<file path="config.mk">
export PLATFORM = sky130hd
export DESIGN_NAME = rate_limit_scheduler
export DESIGN_NICKNAME = d
export VERILOG_FILES = /design/src/rtl/rate_limit_scheduler.sv
export SDC_FILE = /design/constraint.sdc
export NUM_CORES = 1
export LEC_CHECK = 0
export CAP_MARGIN = 25
export CORE_MARGIN = 5
export CORE_UTILIZATION = 50
export DETAILED_ROUTE_END_ITERATION = 16
export PLACE_DENSITY_LB_ADDON = 0.1
export SETUP_SLACK_MARGIN = 0.4
export SLEW_MARGIN = 20
export SYNTH_ARGS = -nofsm -noshare
export SYNTH_HDL_FRONTEND = slang
export SYNTH_SLANG_ARGS = --single-unit
</file>
<file path="constraint.sdc">
create_clock -name clk -period 7.85 [get_ports clk]
set_clock_uncertainty 0.05 [all_clocks]
set_input_delay 1.57 -clock clk [delete_from_list [all_inputs] [get_ports clk]]
set_output_delay 1.57 -clock clk [all_outputs]
set_load 0.02 [all_outputs]
</file>
<file path="src/rtl/rate_limit_scheduler.sv">
// rate_limit_scheduler: four slew-limited channels sharing one round-robin step engine
//   clk          rising-edge clock
//   rst          asynchronous active-low reset
//   req_valid    load request present; req_ready accepts it (low only when req_ch is being stepped)
//   req_ch       channel addressed by the load
//   req_target   new 6-bit unsigned target
//   req_step     per-step slew limit, 0..7
//   ch_out       packed current values, ch_out[6i+5:6i] is channel i
//   ch_busy      channel i is ramping toward its target
//   ch_done      one-cycle pulse when channel i reaches its target
//   grant_valid  a channel is stepped this cycle, grant_ch names it
module rate_limit_scheduler #(
  parameter int NUM_CH = 4
) (
  input  logic              clk,
  input  logic              rst,
  input  logic              req_valid,
  output logic              req_ready,
  input  logic [1:0]        req_ch,
  input  logic [5:0]        req_target,
  input  logic [2:0]        req_step,
  output logic [6*NUM_CH-1:0] ch_out,
  output logic [NUM_CH-1:0] ch_busy,
  output logic [NUM_CH-1:0] ch_done,
  output logic              grant_valid,
  output logic [1:0]        grant_ch
);
  typedef enum logic {IDLE, RAMP} ch_state_t;
  ch_state_t         st [NUM_CH];
  ch_state_t         st_n [NUM_CH];
  logic [5:0]        cur [NUM_CH];
  logic [5:0]        cur_n [NUM_CH];
  logic [5:0]        tgt [NUM_CH];
  logic [5:0]        tgt_n [NUM_CH];
  logic [2:0]        stp [NUM_CH];
  logic [2:0]        stp_n [NUM_CH];
  logic [NUM_CH-1:0] done, done_n;
  logic [1:0]        rr, rr_n;
  logic [6:0]        up, dn;
  logic [5:0]        nxt;
  logic              accept;
  for (genvar i = 0; i < NUM_CH; i++) begin : g_out
    assign ch_out[6*i +: 6] = cur[i];
    assign ch_busy[i] = st[i] == RAMP;
  end
  assign ch_done = done;
  assign grant_valid = |ch_busy;
  assign req_ready = !(grant_valid && req_ch == grant_ch);
  assign accept = req_valid && req_ready;
  // Descending scan so the last hit is the busy channel closest to rr.
  always_comb begin
    grant_ch = rr;
    for (int k = NUM_CH - 1; k >= 0; k--)
      if (ch_busy[rr + 2'(k)]) grant_ch = rr + 2'(k);
  end
  // 7-bit arithmetic: overshoot shows up as >63 going up or negative going down, then clamps to tgt.
  always_comb begin
    up = {1'b0, cur[grant_ch]} + {4'b0, stp[grant_ch]};
    dn = {1'b0, cur[grant_ch]} - {4'b0, stp[grant_ch]};
    nxt = tgt[grant_ch] > cur[grant_ch]
        ? (up > {1'b0, tgt[grant_ch]} ? tgt[grant_ch] : up[5:0])
        : ($signed(dn) < $signed({1'b0, tgt[grant_ch]}) ? tgt[grant_ch] : dn[5:0]);
  end
  // A load never collides with the granted channel (req_ready), so both updates can coexist.
  always_comb begin
    cur_n = cur;
    tgt_n = tgt;
    stp_n = stp;
    st_n = st;
    done_n = '0;
    rr_n = rr;
    if (grant_valid) begin
      cur_n[grant_ch] = nxt;
      rr_n = grant_ch + 2'd1;
      if (nxt == tgt[grant_ch]) begin
        st_n[grant_ch] = IDLE;
        done_n[grant_ch] = 1'b1;
      end
    end
    if (accept) begin
      tgt_n[req_ch] = req_target;
      stp_n[req_ch] = req_step;
      st_n[req_ch] = (req_target != cur[req_ch] && |req_step) ? RAMP : IDLE;
      done_n[req_ch] = req_target == cur[req_ch];
    end
  end
  always_ff @(posedge clk or negedge rst)
    if (!rst) begin
      cur <= '{default: '0};
      tgt <= '{default: '0};
      stp <= '{default: '0};
      st <= '{default: IDLE};
      done <= '0;
      rr <= '0;
    end else begin
      cur <= cur_n;
      tgt <= tgt_n;
      stp <= stp_n;
      st <= st_n;
      done <= done_n;
      rr <= rr_n;
    end
endmodule

</file>
After elaboration in Yosys (flattened, before gate mapping)
Index checks and enable logic that the tools add are counted.

Input bits: 14. Word-level logic and storage cells: 110. Output and inout bits: 36. Bits in registers: 70.

Muxes and demuxes: 53. Reductions and logical operators: 10. Bitwise gates (word level): 4. Eq/ne operators: 4. $add $sub $neg: 6. $lt $le $gt $ge: 15.

Operators with widths (count): 2-to-1 mux 6 bit (11); bitwise mux 24 bit (2); binary-select mux 6 bit (select 2 bit) (3); demux 6 bit (select 2 bit) (2); 2-to-1 mux 4 bit (6); < comparator 2 x 3 -> 1 bit (second input constant) (6); bitwise mux 12 bit (1); == test 6 bit (2); 2-to-1 mux 1 bit (9); 2-to-1 mux 3 bit (3); binary-select mux 1 bit (select 2 bit) (4); bitwise mux 4 bit (2); demux 1 bit (select 2 bit) (4); 2-to-1 mux 2 bit (4); adder 6 x 3 -> 7 bit (1); > comparator 7 x 6 -> 1 bit (1); logical AND 1 bit (7); < comparator 7 bit (1); subtractor 6 x 3 -> 7 bit (1); binary-select mux 3 bit (select 2 bit) (1); demux 3 bit (select 2 bit) (1); greater-or-equal comparator 3 bit (second input constant) (2); > comparator 6 bit (1); < comparator 3 x 1 -> 1 bit (second input constant) (2); other kinds (11) (15).

Logic depth before layout (Yosys ltp)
Gate-level depths: netlist (run 1).

Word-level depth: 20. Mapped depth: 27. Gate-level depth less buffers: 23.

Least setup slack after synthesis (run 1)
OpenSTA, ideal clock, no wires.

Kind: reg-to-reg. Start point: register st, in the netlist ch_busy[0]. End point: register st, in the netlist ch_busy[0]. Path slack: 1778 ps. Cell stages (with the launch flop): 27. Buffers on the path: 3. Data required time: 7676 ps. Data arrival time: 5898 ps. Path through: dfrtp_1 nor2_1 a2bb2oi_1 o221a_2 buf_2 buf_1 buf_1 mux2i_1 nor2_1 or2_2 inv_1 ha_1 inv_1 fa_1 a21oi_1 nand2_1 xnor2_1 ha_1 a211oi_1 nand2_1 nor3b_1 a211oi_1 nand2_2 o22ai_1 a2111oi_4 and3b_1 a21oi_1.

RTL lines: from (decl) (RTL line 29) `ch_state_t st [NUM_CH];`; from (signal assigned) (RTL line 99) `st <= st_n;`.

==> metrics.txt, run 1 <==
initial antenna violation count 0; Setup crit end kind flip-flop; worst-skew pair later-pin latency approximately 0.34 ns; synthesis-to-finish area growth 16.99%; DIE AREA 0.01147 mm2; Post-DRT Antenna Nets 0; Filler cells 800; grt ovf 0; num rows 35; share of cells above drive strength 1 16.44%; max-slew violations 0; I/O pin total 50; fmax 166.8 MHz; global-route usage over all layers a little under a quarter; Initial Util 51.25%; root cell of the clock tree clkbuf_8; placer congestion estimate 0.9170; number of buffers created by CTS 9; # setup viols final 0; syn_area_per_cell 10.25 um2; Slew @ Worst Pin 0.8980 ns; CTS tree built; Synth Warn # 0; vias in the first global route 3,833; max-cap violations 0; WP data required 8.01 ns; drt pass-1 iters 4; most frequent cells in the layout dfrtp_1, nand2_1, clkdlybuf4s50_1; H-Tree Level Count 3; area of the mapped netlist 0.004713 mm2; fraction of registers with async set/reset 100.0%; crit path time final 5.994 ns; Post-synth top flop dfrtp_1; crit path max fanout 21; Startpoint Class flip-flop; headroom to the max-slew limit 40.14%; CTS clk-pin slew, worst paths around 0.080 ns; PostCTS Resize Cnt 0; DRC viols 0; status finished, final reports clean; Yosys cell types 62; CP max stage cell o221a_2; most common cell after layout, fill and taps aside dfrtp_1; crit-path cells nor2_1 > a2bb2oi_1 > o221a_2 > mux2i_1 > nor2_1 > or2_2 > inv_1 > ha_1 > inv_1 > fa_1 > a21oi_1 > nand2_1 > xnor2_1 > ha_1 > a211oi_1 > nand2_1 > nor3b_1 > a211oi_1 > nand2_2 > o22ai_1 > a2111oi_4 > and3_1 > a21oi_1; period utilisation layout approximately three quarters; Mapped Cells 460; Setup Fix Bufs, Post-CTS 0; Core Box Area 0.009196 mm2; cell family with most CP delay compound AO/OA/AOI/OAI gates; port buffer count between 40 and 50; Net Count, Synth 503; RSZ-0062 raised after global routing no; via count between 3k and 4k; Buf+Inv Stages, Crit Path 2; #FFs+latches synth 70; Clock Path Buffers 2; DR WL/cell 20.80 um; register area share after synthesis 37.16%; Crit Path Class reg -> reg; CP peak stage delay about 0.68 ns; Final TNS setup 0 ns; number of synthesized flops with an enable pin 0; number of DRC markers in iteration 0 161; Final HPWL DP 9.642 mm; DRT Wirelength 12.94 mm; fin nets 549; Chip Width 107.1 um; Final Hold Fails 0; Worst Hold Class reg -> reg; Die Height about 110 um; Worst Path Arrival between 6 and 7 ns; hold-fix buffers at CTS 0; first-pass GRT wire length 20.97 mm; CTS sink count 70; largest net degree at the start of global routing 71; Antenna Cells 0; Via-to-Cell Ratio roughly 6
[cell type report]
cell class | instances | area, um2 | share of cell area (%)
sequential | 70 | 1752 | 31.77
inverter | 27 | 101.3 | 1.838
clock inverter | 5 | 83.83 | 1.520
timing repair buffer | 54 | 523.0 | 9.485
multi-input combinational | 344 | 2784 | 50.49
tap | 111 | 138.9 | 2.519
clock buffer | 11 | 131.4 | 2.383
[metal layers]
layer	vias up	routed length (um)	GRT usage [%]
li1	1781	-	-
met1	1841	5727	32.04
met2	94	6311	39.23
met3	17	642	3.432
met4	0	257	8.402
met5	-	0	0
[worst paths after layout]
| path | start | slack, ns | depth (start not counted) | endpoint |
|---|---|---|---|---|
| setup reg to reg | ch_busy[0]$_DFF_PN0_ | 1.86 | 23 | ch_busy[2]$_DFF_PN0_ |
| setup / recovery | ch_busy[0]$_DFF_PN0_ | 1.86 | 23 | ch_busy[2]$_DFF_PN0_ |
| min in group asynchronous | rst | 1.38 | 2 | tgt[22]$_DFFE_PN0P_ |
| hold reg to reg | tgt[7]$_DFFE_PN0P_ | 0.45 | 1 | tgt[7]$_DFFE_PN0P_ |
| max in group asynchronous | rst | 5.80 | 2 | ch_out[2]$_DFFE_PN0P_ |
| hold / removal | tgt[7]$_DFFE_PN0P_ | 0.45 | 1 | tgt[7]$_DFFE_PN0P_ |
[cells by family (layout without fill, tap and decap cells)]
kind of cell,after synthesis,in the layout,share of synthesized area (%)
adder cells (fa/ha/maj),29,29,8.017
XOR/XNOR,14,14,2.761
buffers and inverters,46,97,3.875
AND/OR/NAND/NOR,128,128,12.85
multiplexers,68,68,19.75
flip-flops,70,70,37.16
AO/OA/AOI/OAI,105,105,15.58
[synthesized netlist by cell type, types with 5 or more instances]
library cell  count  share of area (%)
a21o_1            6               0.96
a21oi_1          20                2.1
and3_1            7               0.93
buf_2             5               0.53
clkbuf_1          9               0.72
dfrtp_1          70                 37
ha_1             27                7.2
inv_1            23                1.8
mux2_2           34                8.1
mux2i_1          18                3.8
mux4_2           14                6.7
nand2_1          50                4.0
nand3_1           7               0.74
nand4_1           5               0.66
nor2_1           28                2.2
nor2b_1           6               0.80
nor3_1            5               0.53
o21ai_0          36                3.8
or2_2             5               0.66
xnor2_1          10                1.9
[flip-flops by register name (all words and copies together) (netlist names)]
| name | cells |
|---|---|
| ch_busy | 4 |
| ch_done | 4 |
| ch_out | 24 |
| rr | 2 |
| stp | 12 |
| tgt | 24 |
[per-stage QoR]
| step | hold slack, ns | utilization [%] | worst slack, ns | cell area, um2 | std cells |
|---|---|---|---|---|---|
| 2_1_floorplan | 0.4204 | - | 1.778 | 4713 | 460 |
| 3_3_place_gp | 0.4283 | 57.62 | 1.967 | 5299 | 606 |
| 3_5_place_dp | 0.4353 | 57.62 | 1.938 | 5299 | 606 |
| 4_1_cts | 0.4515 | 59.96 | 1.886 | 5514 | 622 |
| 5_1_grt | 0.4720 | 59.96 | 1.412 | 5514 | 622 |
| 6_report | 0.4536 | 59.96 | 1.856 | 5514 | 622 |
Power of run 1 is left out: the tool's default activity adds up to more than one toggle a clock period on the data nets, which glitch-free logic cannot reach.
==> run 2, diff against run 1 <==
Clock period 7.85 ns to 5.5 ns, I/O delays scaled along.
==> run 2 against run 1 <==
Against the previous run: worst setup slack worse by 1.5 ns; largest cell class unchanged; maximum frequency up 17%; non-clock buffer count up 33; highest routed layer unchanged; design area up 11%; count of clock-buffer cells in the layout down 1; critical endpoint is now ch_busy[1]$_DFF_PN0_; routed wire length up 5.1%; sequential share of layout area down 3.0 points.
==> metrics.txt, run 2 (synthesis results as in run 1) <==
status finished, final reports clean; max-slew violations 0; pre-CTS WS -0.05504 ns; DRT Wirelength approximately 14 mm; Worst Min Path Start tgt[18]$_DFFE_PN0P_; initial antenna violation count 0; Crit Path Class reg -> reg; number of DRC markers in iteration 0 207; Chip Width 107.1 um; max-cap violations 0; # setup viols final 0; Worst Path Arrival 5.28 ns; grt ovf 0; Slew @ Worst Pin 0.8794 ns; final worst slack between 0.3 and 0.4 ns; first-pass GRT wire length 21.36 mm; number of buffers created by CTS 9; via count 3,992; worst r2r src ch_busy[0]$_DFF_PN0_; WP data required 5.68 ns; Die Height approximately 110 um; global-route usage over all layers around a quarter; CTS sink count 70; placer congestion estimate about 0.89; CTS tree built; Fin Hold WS 0.4574 ns; H-Tree Level Count 3; RSZ-0062 raised after global routing yes; crit path time final 5.102 ns; crit path max fanout 7; drt pass-1 iters 4; Initial Util 51.25%; Core Box Area 0.009196 mm2; period utilisation layout approximately 93%; most common cell after layout, fill and taps aside dfrtp_1; depth of the worst hold-timing path 1; reg-to-reg endpoint ch_busy[1]$_DFF_PN0_; vias in the first global route 4,038; share of cells above drive strength 1 32.35%; hold-fix buffers at CTS 0; Final Hold Fails 0; I/O pin total 50; worst-skew pair later-pin latency 0.36 ns; largest net degree at the start of global routing 71; R2R cell count 23; CTS clk-pin slew, worst paths 0.08 ns; DR WL/cell 20.75 um; Worst Hold Class reg -> reg; num rows 35; Worst Hold Path EP tgt[18]$_DFFE_PN0P_; most frequent cells in the layout dfrtp_1, clkdlybuf4s50_1, nand2_1; DIE AREA 0.01147 mm2; Antenna Cells 0; synthesis-to-finish area growth 29.68%; DRC viols 0; root cell of the clock tree clkbuf_8; Via-to-Cell Ratio roughly 6.1; fin nets 582; port buffer count 49; headroom to the max-slew limit 41.37%; Final HPWL DP 9.449 mm; fmax 196.0 MHz; Setup crit end kind flip-flop; Clock Path Buffers 2; Post-DRT Antenna Nets 0; Startpoint Class flip-flop; worst reg2reg setup slack 0.40 ns
## run 2: changes by cell type in the layout (fill, tap and decap cells not counted), sizes merged
| cell | change |
|---|---|
| inv | +1 |
| bufinv | -1 |
| clkinv | +2 |
| buf | +33 |
| clkinvlp | -1 |
| clkbuf | -1 |
## run 2: timing repair
action | CTS | global route
endpoints found under the setup margin | 28 | 32
resized for setup | 20 | 48
hold endpoints to repair | 0 | 0
pin swaps | 11 | 40
buffers inserted | 12 | 14
## run 2: area by class of cell
| type | instances | area [um2] |
|---|---|---|
| repair buffers | 87 | 794.5 |
| inverters | 27 | 105.1 |
| flip-flops and latches | 70 | 1758 |
| multi-input cells | 344 | 3118 |
| well taps | 111 | 138.9 |
| clock buffers | 10 | 127.6 |
| clock inverters | 6 | 70.07 |
| fillers | 747 | 3084 |
## run 2: through the flow
step	setup TNS, ns	cells	utilization, %	instance area [um2]
floorplan	0	460	-	4781
global placement	0	613	58.67	5395
detailed placement	-0.1657	613	58.67	5395
CTS	0	641	62.95	5789
global route	0	655	66.46	6112
finish	0	655	66.46	6112
## run 2: layer usage
metal | GRT usage, % | up-vias | share of wire, % | routed length (um)
met5 | 0 | - | 0 | 0
li1 | - | 1839 | - | -
met4 | 8.219 | 0 | 2.6 | 360
met3 | 4.756 | 29 | 4.8 | 648
met2 | 37.98 | 129 | 47 | 6422
met1 | 33.26 | 1995 | 45 | 6162
## run 2: worst max path at each step
stage	slack, ns	startpoint	to	cells after the start
final	0.40	ch_busy[0]$_DFF_PN0_	ch_busy[1]$_DFF_PN0_	23
after global routing	0.26	ch_busy[2]$_DFF_PN0_	ch_busy[3]$_DFF_PN0_	24
after CTS	0.40	ch_busy[2]$_DFF_PN0_	ch_busy[3]$_DFF_PN0_	25
after detailed placement	-0.06	ch_busy[2]$_DFF_PN0_	ch_busy[3]$_DFF_PN0_	23
after global placement	0.03	ch_busy[0]$_DFF_PN0_	ch_busy[3]$_DFF_PN0_	23
after floorplan	0.41	ch_busy[0]$_DFF_PN0_	ch_busy[2]$_DFF_PN0_	21
## run 2: critical path, stage by stage, from the launching register on
cell and delay, ns:
dfrtp_2 0.47, nand2_1 0.07, nor2_1 0.05, o41ai_4 0.40, buf_4 0.20, mux4_2 0.53, ha_4 0.19, fa_2 0.44
a21o_1 0.24, nand3_2 0.10, nand2_2 0.07, ha_4 0.28, nand3_2 0.08, a21o_1 0.16, a21o_1 0.21, buf_6 0.14
nand4_1 0.09, mux2i_2 0.10, o21ai_1 0.21, o211ai_1 0.16, a2111oi_4 0.30, buf_6 0.18, and3_1 0.16, a21oi_1 0.07
Power of run 2 is left out for the same reason.
==> run 3, diff against run 2 <==
Settings changed: CORE_UTILIZATION 50 to 52.
==> run 3 against run 2 <==
Against the previous run: design area grew 3.2%; sequential share of layout area shrank 0.90 points; critical path depth grew 2; worst setup slack lost 0.079 ns; first-iteration DRC count shrank 4.3%; final cell count grew 1.1%; routed wire length grew 4.4%; sequential cell count is the same.
==> metrics.txt, run 3 (synthesis results as in run 1) <==
worst reg2reg setup slack 0.32 ns; Startpoint Class flip-flop; placer congestion estimate roughly 0.94; Clock Path Buffers 2; Fin Hold WS between 0.4 and 0.5 ns; share of cells above drive strength 1 approximately a third; Antenna Cells 0; max-cap violations 0; CTS sink count 70; synthesis-to-finish area growth 33.87%; largest net degree at the start of global routing 71; DIE AREA 0.01107 mm2; CP peak stage delay 0.46 ns; Post-DRT Antenna Nets 0; Setup crit end kind flip-flop; I/O pin total 50; via count 4,065; Chip Width 105.2 um; # setup viols final 0; most common cell after layout, fill and taps aside dfrtp_1; Die Height approximately 110 um; crit path max fanout 8; CTS clk-pin slew, worst paths roughly 0.080 ns; DRT Wirelength ~14 mm; Worst Min Path Start tgt[7]$_DFFE_PN0P_; CP max stage cell dfrtp_2; Slew @ Worst Pin slightly below 0.9 ns; post-route cell area 0.006310 mm2; max-slew violations 0; Crit Path Class reg -> reg; num rows 34; initial antenna violation count 0; number of buffers created by CTS 9; fin nets 592; reg-to-reg endpoint ch_busy[0]$_DFF_PN0_; root cell of the clock tree clkbuf_8; number of DRC markers in iteration 0 slightly below 200; DR WL/cell 21.44 um; depth of the worst hold-timing path 1; DP Area 0.005404 mm2; status finished, final reports clean; RSZ-0062 raised after global routing yes; Final Hold Fails 0; grt ovf 0; drt pass-1 iters 5; Worst Path Arrival 5.37 ns; worst r2r src ch_busy[0]$_DFF_PN0_; Core Box Area 0.008763 mm2; crit path time final roughly 5.2 ns; period utilisation layout a little over nine tenths; global-route usage over all layers 25.92%; port buffer count 49; H-Tree Level Count 3; DRC viols 0; headroom to the max-slew limit 41.25%; R2R cell count 25; non-filler cells, final roughly 660; Final HPWL DP 9.483 mm; CP Capture Point ch_busy[0]$_DFF_PN0_; CTS tree built; fmax 193.0 MHz; placed cell count 610; Via-to-Cell Ratio 6.140; first-pass GRT wire length 22.63 mm; vias in the first global route 4,226; crit path from ch_busy[0]$_DFF_PN0_; most frequent cells in the layout dfrtp_1, nand2_1, clkdlybuf4s50_1; worst-skew pair later-pin latency ~0.36 ns; WP data required ~5.7 ns; Initial Util 53.78%; Worst Hold Class reg -> reg
## run 3: cell count changes in the layout (fill, tap and decap cells not counted), sizes merged
cell      delta
bufinv       +1
bufbuf       +1
buf          +9
clkinvlp     -1
## run 3: how the worst min path moves through the flow
stage                                      to  slack (ns)
after floorplan            tgt[7]$_DFFE_PN0P_        0.42
after global placement     tgt[7]$_DFFE_PN0P_        0.43
after detailed placement  tgt[14]$_DFFE_PN0P_        0.44
after CTS                 tgt[14]$_DFFE_PN0P_        0.46
after global routing      stp[11]$_DFFE_PN0P_        0.47
final                      tgt[7]$_DFFE_PN0P_        0.45
## run 3: what timing repair did
action,CTS,global route
pin swaps,20,28
setup buffers,24,10
gates cloned,2,0
endpoints found under the setup margin,20,32
resized for setup,39,41
hold buffers,0,0
## run 3: metal layers
metal  part of all wire (%)  up-vias  GRT usage (%)  wire (um)
li1                       -     1861              -          -
met1                     43     2025          35.29       6073
met3                    6.7       19          5.610        957
met4                    1.7        0          6.667        239
met5                      0        -              0          0
met2                     49      160          42.09       6922
## run 3: worst max-delay path: cells and delay by family, from the launching register on
kind | cells | cell delay (ns)
flip-flops | 1 | 0.46
XOR/XNOR | 1 | 0.39
multiplexers | 1 | 0.19
AO/OA/AOI/OAI | 6 | 1.11
AND/OR/NAND/NOR | 8 | 1.34
buffers and inverters | 6 | 0.69
adder cells (fa/ha/maj) | 3 | 0.83
## run 3: layout make-up
type	count	area, um2
Inverter	27	103.9
Multi-Input combinational cell	344	3119
Timing Repair Buffer	97	970.9
Sequential cell	70	1758
Clock buffer	10	127.6
Clock inverter	6	95.09
Fill cell	646	2454
Tap cell	108	135.1
## run 3: stage by stage
step | TNS [ns] | setup slack, ns | utilization (%)
after floorplan | 0 | 0.4063 | -
after detailed placement | -1.196 | -0.1562 | 61.66
final | 0 | 0.3189 | 72.00
after CTS | 0 | 0.4082 | 69.15
after global placement | -0.03517 | -0.02011 | 61.66
after global routing | 0 | 0.1329 | 72.00
Power of run 3 is left out for the same reason.
